<file path="src/rtl/gpio_cond_pkg.sv">
// gpio_cond_pkg
//   Shared definitions for the GPIO input conditioner: legal parameter
//   bounds and the per-bit debounce state decode.
//   Optional feature macro: GPIO_COND_GLITCH_EN (glitch flags in the cells).
package gpio_cond_pkg;

    localparam int SYNC_STAGES_MIN = 2;
    localparam int SYNC_STAGES_MAX = 4;
    localparam int DB_W_MAX        = 24;

    // STABLE : synchronized input equals the held level
    // COUNT  : synchronized input differs, counting toward commit
    typedef enum logic {
        STABLE = 1'b0,
        COUNT  = 1'b1
    } db_state_e;

endpackage

</file>
<file path="src/rtl/gpio_db_cell.sv">
// gpio_db_cell
//   One bit of input conditioning: synchronizer chain, debounce counter with
//   >= terminal compare, registered change strobe and (optionally) a sticky
//   glitch flag.
//   Optional feature macro: GPIO_COND_GLITCH_EN adds glitch_clr_i/glitch_o.
//
//   Ports
//     clk_i        clock (PCLK)
//     rst_i        asynchronous active-high reset
//     pad_i        raw asynchronous pad level
//     bypass_i     1 = synchronize only, no debounce
//     db_limit_i   stable-count limit
//     level_o      debounced level
//     change_o     one-cycle pulse when level_o changes
//     glitch_clr_i clear for glitch_o          (GPIO_COND_GLITCH_EN only)
//     glitch_o     sticky aborted-count flag   (GPIO_COND_GLITCH_EN only)
//
//   state  | meaning
//   STABLE | s equals q, counter idle
//   COUNT  | s differs from q, counter advancing toward commit
module gpio_db_cell
    import gpio_cond_pkg::*;
#(
    parameter int SYNC_STAGES = 2,
    parameter int DB_W        = 16
) (
    input  logic            clk_i,
    input  logic            rst_i,
    input  logic            pad_i,
    input  logic            bypass_i,
    input  logic [DB_W-1:0] db_limit_i,
    output logic            level_o,
    output logic            change_o
`ifdef GPIO_COND_GLITCH_EN
   ,input  logic            glitch_clr_i,
    output logic            glitch_o
`endif
);

    logic [SYNC_STAGES-1:0] sync_q, sync_d;
    logic                   s;
    logic                   q_q, q_d;
    logic [DB_W-1:0]        cnt_q, cnt_d;
    logic                   change_q;
    db_state_e              state;

    assign sync_d = {sync_q[SYNC_STAGES-2:0], pad_i};
    assign s      = sync_q[SYNC_STAGES-1];
    assign state  = (s != q_q) ? COUNT : STABLE;

    always_comb begin
        q_d   = q_q;
        cnt_d = cnt_q;
        if (bypass_i) begin
            // Bypass discards any count in progress.
            q_d   = s;
            cnt_d = '0;
        end else begin
            case (state)
                STABLE: cnt_d = '0;
                COUNT: begin
                    if (cnt_q >= db_limit_i) begin
                        q_d   = s;
                        cnt_d = '0;
                    end else if (cnt_q != '1) begin
                        cnt_d = cnt_q + DB_W'(1);
                    end
                end
                default: cnt_d = '0;
            endcase
        end
    end

    always_ff @(posedge clk_i or posedge rst_i) begin
        if (rst_i) begin
            sync_q   <= '0;
            q_q      <= 1'b0;
            cnt_q    <= '0;
            change_q <= 1'b0;
        end else begin
            sync_q   <= sync_d;
            q_q      <= q_d;
            cnt_q    <= cnt_d;
            change_q <= (q_d != q_q);
        end
    end

    assign level_o  = q_q;
    assign change_o = change_q;

`ifdef GPIO_COND_GLITCH_EN
    logic glitch_q, glitch_d;
    logic abort;

    // Abort: input fell back to the held level while a count was running.
    assign abort    = !bypass_i && (state == STABLE) && (cnt_q != '0);
    // Set has priority over clear.
    assign glitch_d = (glitch_q & ~glitch_clr_i) | abort;

    always_ff @(posedge clk_i or posedge rst_i) begin
        if (rst_i) glitch_q <= 1'b0;
        else       glitch_q <= glitch_d;
    end

    assign glitch_o = glitch_q;
`endif

endmodule

</file>
<file path="src/rtl/gpio_in_conditioner.sv">
// gpio_in_conditioner
//   Synchronizes and debounces IO_NUM raw pad inputs into the PCLK domain
//   and presents clean levels to CoreGPIO GPIO_IN, plus per-bit change pulses.
//   Optional feature macro: GPIO_COND_GLITCH_EN adds GLITCH / GLITCH_CLR.
//
//   Ports
//     PCLK        clock, rising edge
//     PRESET      asynchronous active-high reset
//     PAD_IN      raw pad inputs
//     DB_LIMIT    debounce stable-count (quasi-static)
//     BYPASS      per-bit debounce bypass
//     GPIO_IN     conditioned levels
//     CHANGE      one-cycle pulse per GPIO_IN transition
//     GLITCH      sticky glitch flags          (GPIO_COND_GLITCH_EN only)
//     GLITCH_CLR  per-bit glitch clear         (GPIO_COND_GLITCH_EN only)
module gpio_in_conditioner
    import gpio_cond_pkg::*;
#(
    parameter int IO_NUM      = 32,
    parameter int SYNC_STAGES = 2,
    parameter int DB_W        = 16
) (
    input  logic              PCLK,
    input  logic              PRESET,
    input  logic [IO_NUM-1:0] PAD_IN,
    input  logic [DB_W-1:0]   DB_LIMIT,
    input  logic [IO_NUM-1:0] BYPASS,
    output logic [IO_NUM-1:0] GPIO_IN,
    output logic [IO_NUM-1:0] CHANGE
`ifdef GPIO_COND_GLITCH_EN
   ,output logic [IO_NUM-1:0] GLITCH,
    input  logic [IO_NUM-1:0] GLITCH_CLR
`endif
);

    for (genvar i = 0; i < IO_NUM; i++) begin : g_bit
        gpio_db_cell #(
            .SYNC_STAGES (SYNC_STAGES),
            .DB_W        (DB_W)
        ) u_cell (
            .clk_i        (PCLK),
            .rst_i        (PRESET),
            .pad_i        (PAD_IN[i]),
            .bypass_i     (BYPASS[i]),
            .db_limit_i   (DB_LIMIT),
            .level_o      (GPIO_IN[i]),
            .change_o     (CHANGE[i])
`ifdef GPIO_COND_GLITCH_EN
           ,.glitch_clr_i (GLITCH_CLR[i]),
            .glitch_o     (GLITCH[i])
`endif
        );
    end

endmodule

</file>
<file path="config.mk">
export PLATFORM = sky130hd
export DESIGN_NAME = gpio_in_conditioner
export DESIGN_NICKNAME = d
export VERILOG_FILES = /design/src/rtl/gpio_cond_pkg.sv /design/src/rtl/gpio_db_cell.sv /design/src/rtl/gpio_in_conditioner.sv
export SDC_FILE = /design/constraint.sdc
export NUM_CORES = 2
export LEC_CHECK = 0
export CAP_MARGIN = 15
export CORE_UTILIZATION = 63
export DETAILED_ROUTE_END_ITERATION = 6
export MAX_ROUTING_LAYER = met4
export PLACE_DENSITY = 0.85
export RECOVER_POWER = 50
export SLEW_MARGIN = 20
export SYNTH_ARGS = -nofsm -noshare
export SYNTH_HDL_FRONTEND = slang
export SYNTH_SLANG_ARGS = --single-unit
</file>
<file path="constraint.sdc">
create_clock -name PCLK -period 26.8 [get_ports PCLK]
set_input_delay 5.36 -clock PCLK [delete_from_list [all_inputs] [get_ports PCLK]]
set_output_delay 5.36 -clock PCLK [all_outputs]
set_load 0.005 [all_outputs]
</file>
==> flow_metrics.py <==
metrics = {
    "status": {
        "status": "finished with violations",
        "violations": "capacitance limit, slew limit",
    },
    "critical_path": {
        "startpoint_type": "primary input",
        "worst-r2r-setup-slack_ns": 23.63,
        "crit_start": "PRESET",
        "criticalPathCategory": "primary input to asynchronous set/reset pin",
        "r2r-start": "g_bit[31].u_cell.cnt_q[6]",
        "crit_top_cell": "clkbuf_1",
        "cp.required_ns": 27.39,
        "max_stage_delay_ns": 2.74,
        "cp_cell_sequence": "dlygate4sd3_1 > clkinvlp_2 > clkbuf_1 > clkbuf_1 > buf_4",
        "r2r-end": "g_bit[31].u_cell.cnt_q[15]",
        "endpoint_kind": "asynchronous set/reset pin",
        "crit_fanout": 84,
        "cp_slowest_cell": "clkbuf_1",
        "crit_buf_inv": 5,
        "r2r_cells": 7,
        "crit_arrival_ns": 14.64,
        "cp_top_family": "buffers and inverters",
    },
    "grt": {
        "grt_max_degree": 85,
        "grt_pass1_wl_microns": 167000,
        "grt_pass1_vias": 33400,
        "overflow": 0,
        "grt_use_total": 0.312,
        "antenna_found_initial": 4,
    },
    "routing": {
        "drcViolationCount": 0,
        "drt-initial-drc-count": 2600,
        "drt_first_pass_iters": 6,
        "vias_per_cell": 6.19,
        "wl_microns": 99900,
        "detail-route-antenna-nets": 0,
        "wl_per_cell_microns": 18.5,
        "vias": 33400,
    },
    "logic_synthesis": {
        "syn-num-nets": 5040,
        "synthDistinctLibCells": 82,
        "synth_top_family_by_area": "simple AND/OR/NAND/NOR gates",
        "syn_area_sq_um": 42000,
        "synth-compound-area-share": 0.132,
        "synthCells": 4414,
        "synth_xor_area_frac": 0.0873,
        "synth-edff-count": 0,
        "synth_ff_type": "dfrtp_1",
        "avgSynthCellArea_sq_um": 9.52,
        "muxShareOfSynthArea": 0.0165,
        "yosysMostFrequentCell": "dfrtp_1",
        "synth_commonest_cells": "dfrtp_1 (640), ha_1 (544), nor2_1 (458)",
        "synth_seq_area_share": 0.381,
        "synth_seq_cells": 640,
        "async_flop_share": 1.00,
        "synth_top_area_frac": 0.381,
        "synth_warnings": 0,
        "synth_fa_ha_area_frac": 0.162,
        "yosys.area.top_type": "dfrtp_1",
        "yosys.area_share.simple": 0.185,
        "ys_top_cells_by_area": "dfrtp_1 (38%), ha_1 (16%), xor2_1 (4.5%), xnor2_1 (4.2%), nor2_1 (4.1%)",
    },
    "pwr": {
        "peakVddDrop_uv": 75.3,
        "power_density_nw_per_um2": 49.7,
        "p_leak_uw": 0.0210,
    },
    "timing": {
        "setup_tns_ns": 0,
        "drv_slew": 648,
        "finalHoldViolCount": 0,
        "hold_slack_ns": 0.331,
        "slew_headroom": -1.59,
        "clock_skew_ns": 0.0165,
        "tightest_slew_ns": 3.89,
        "setup_viol": 0,
        "fin_crit_ns": 14.05,
        "max_freq_mhz": 71.2,
        "rsz0062_at_grt": "false",
        "finalCritPeriodShare": 0.524,
    },
    "clock_network": {
        "clkSinkCount": 640,
        "cts_tree": "built",
        "cts_setup_buffers": 0,
        "cts_root_buf": "clkbuf_16",
        "cts_resized": 0,
        "clk_path_buf_depth": 3,
        "htreeDepth": 3,
        "hold_buffers": 0,
        "clk_pin_slew_worst_paths_ns": 0.06,
        "cts_made_buffers": 73,
        "clock_latency_ns": 0.62,
    },
    "cells_and_area": {
        "syn_to_final_growth_pct": 9.81,
        "drive_gt1_frac": 0.0520,
        "finalNetCount": 5094,
        "nFillCells": 4917,
        "seqCellArea_sq_um": 16000,
        "multiInputGateArea_sq_um": 24500,
    },
    "min_path": {
        "whs_path_depth": 0,
        "min_path_type": "flop to flop",
        "hold_start": "g_bit[12].u_cell.sync_q[0]",
        "min_to": "g_bit[12].u_cell.sync_q[1]",
    },
    "floorplan": {
        "row_count": 94,
        "coreArea_sq_um": 65900,
        "die_w_microns": 260,
        "dieHeight_microns": 260,
        "die_area_sq_um": 67700,
        "floorplan.initialDensity": 0.638,
        "io_pins": 146,
    },
    "run": {
        "maxCapViolations": 12,
    },
    "place": {
        "dp_hpwl_microns": 61800,
        "portBuffers": 145,
        "gp_congestion": 0.875,
    },
}
[cell type report]
type,count,share of cell area
clock inverter,24,0.00607
sequential,640,0.347
timing repair buffer,170,0.0347
clock buffer,106,0.0489
tap,864,0.0234
antenna,1,0.0000542
inverter,118,0.00963
multi-input combinational,3465,0.530
[flip-flops by register name, indices dropped and copies added (netlist names)]
name and flops:
g_bit.u_cell.change_o 32, g_bit.u_cell.cnt_q 512, g_bit.u_cell.level_o 32, g_bit.u_cell.sync_q 64
[worst max path at each step]
stage	to	cells past startpoint	slack (ns)
CTS	g_bit[28].u_cell.sync_q[0]	5	18.27
floorplan	g_bit[0].u_cell.change_o	1	3.51
global placement	g_bit[22].u_cell.sync_q[0]	5	17.67
detailed placement	g_bit[22].u_cell.sync_q[0]	5	17.62
global route	g_bit[26].u_cell.cnt_q[1]	5	10.77
finish	g_bit[29].u_cell.level_o	5	12.75
[where the power goes]
part | leakage (uW) | internal, uW | switching [uW]
Sequential | 0.00865 | 991 | 22.7
Combinational | 0.0110 | 82.7 | 148
Clock | 0.00127 | 642 | 407
[per-stage QoR]
step	setup WS [ns]	cell area [sq um]	util	total power, uW	std cells
floorplan	3.51	42000	-	1190	4414
detailed placement	17.62	43700	0.663	1270	5256
global route	10.77	46100	0.701	2380	5388
CTS	18.27	46200	0.702	2320	5386
finish	12.75	46100	0.701	2290	5388
global placement	17.67	43700	0.663	1260	5256
[cells by family after synthesis]
family,Yosys count
fa+ha+maj,544
flops,640
buf+inv,309
mux,65
simple gates,1557
compound gates,880
xor+xnor,419
[worst register-to-register path, cell delays in order, from the launching register on]
cell and delay [ns]:
dfrtp_1 0.45, ha_1 0.30, nand2_1 0.06, o21ai_0 0.23
o2111a_1 0.23, a21oi_1 0.08, o21ai_0 1.42, nor3_1 0.18
[cell usage in the layout, fill, tap and decap left out, types with 32 or more instances in the layout]
cell             instances
inv_1                  102
nand2_1                309
nor4_1                  33
and3_1                  66
a21o_1                  51
o21a_1                 173
clkbuf_16               79
o21ai_0                144
mux2_2                  33
a211oi_1                47
and4_1                  48
xor2_1                 218
dfrtp_1                640
a21oi_1                335
xnor2_1                201
ha_1                   544
nand2b_1                48
nand4_1                147
clkdlybuf4s50_1         46
nand3_1                204
nor3_1                  88
nor2_1                 458
dlygate4sd3_1           98
mux2i_1                 32
[layer usage]
metal | up-vias | routed length, microns | share of wire | GRT usage
li1 | 15900 | - | - | -
met1 | 16200 | 42300 | 0.42 | 0.402
met2 | 1006 | 47600 | 0.48 | 0.501
met3 | 265 | 6360 | 0.064 | 0.0408
met4 | 0 | 3680 | 0.037 | 0.119
met5 | - | 0 | 0 | -
Power figures use the tool's default switching activity.
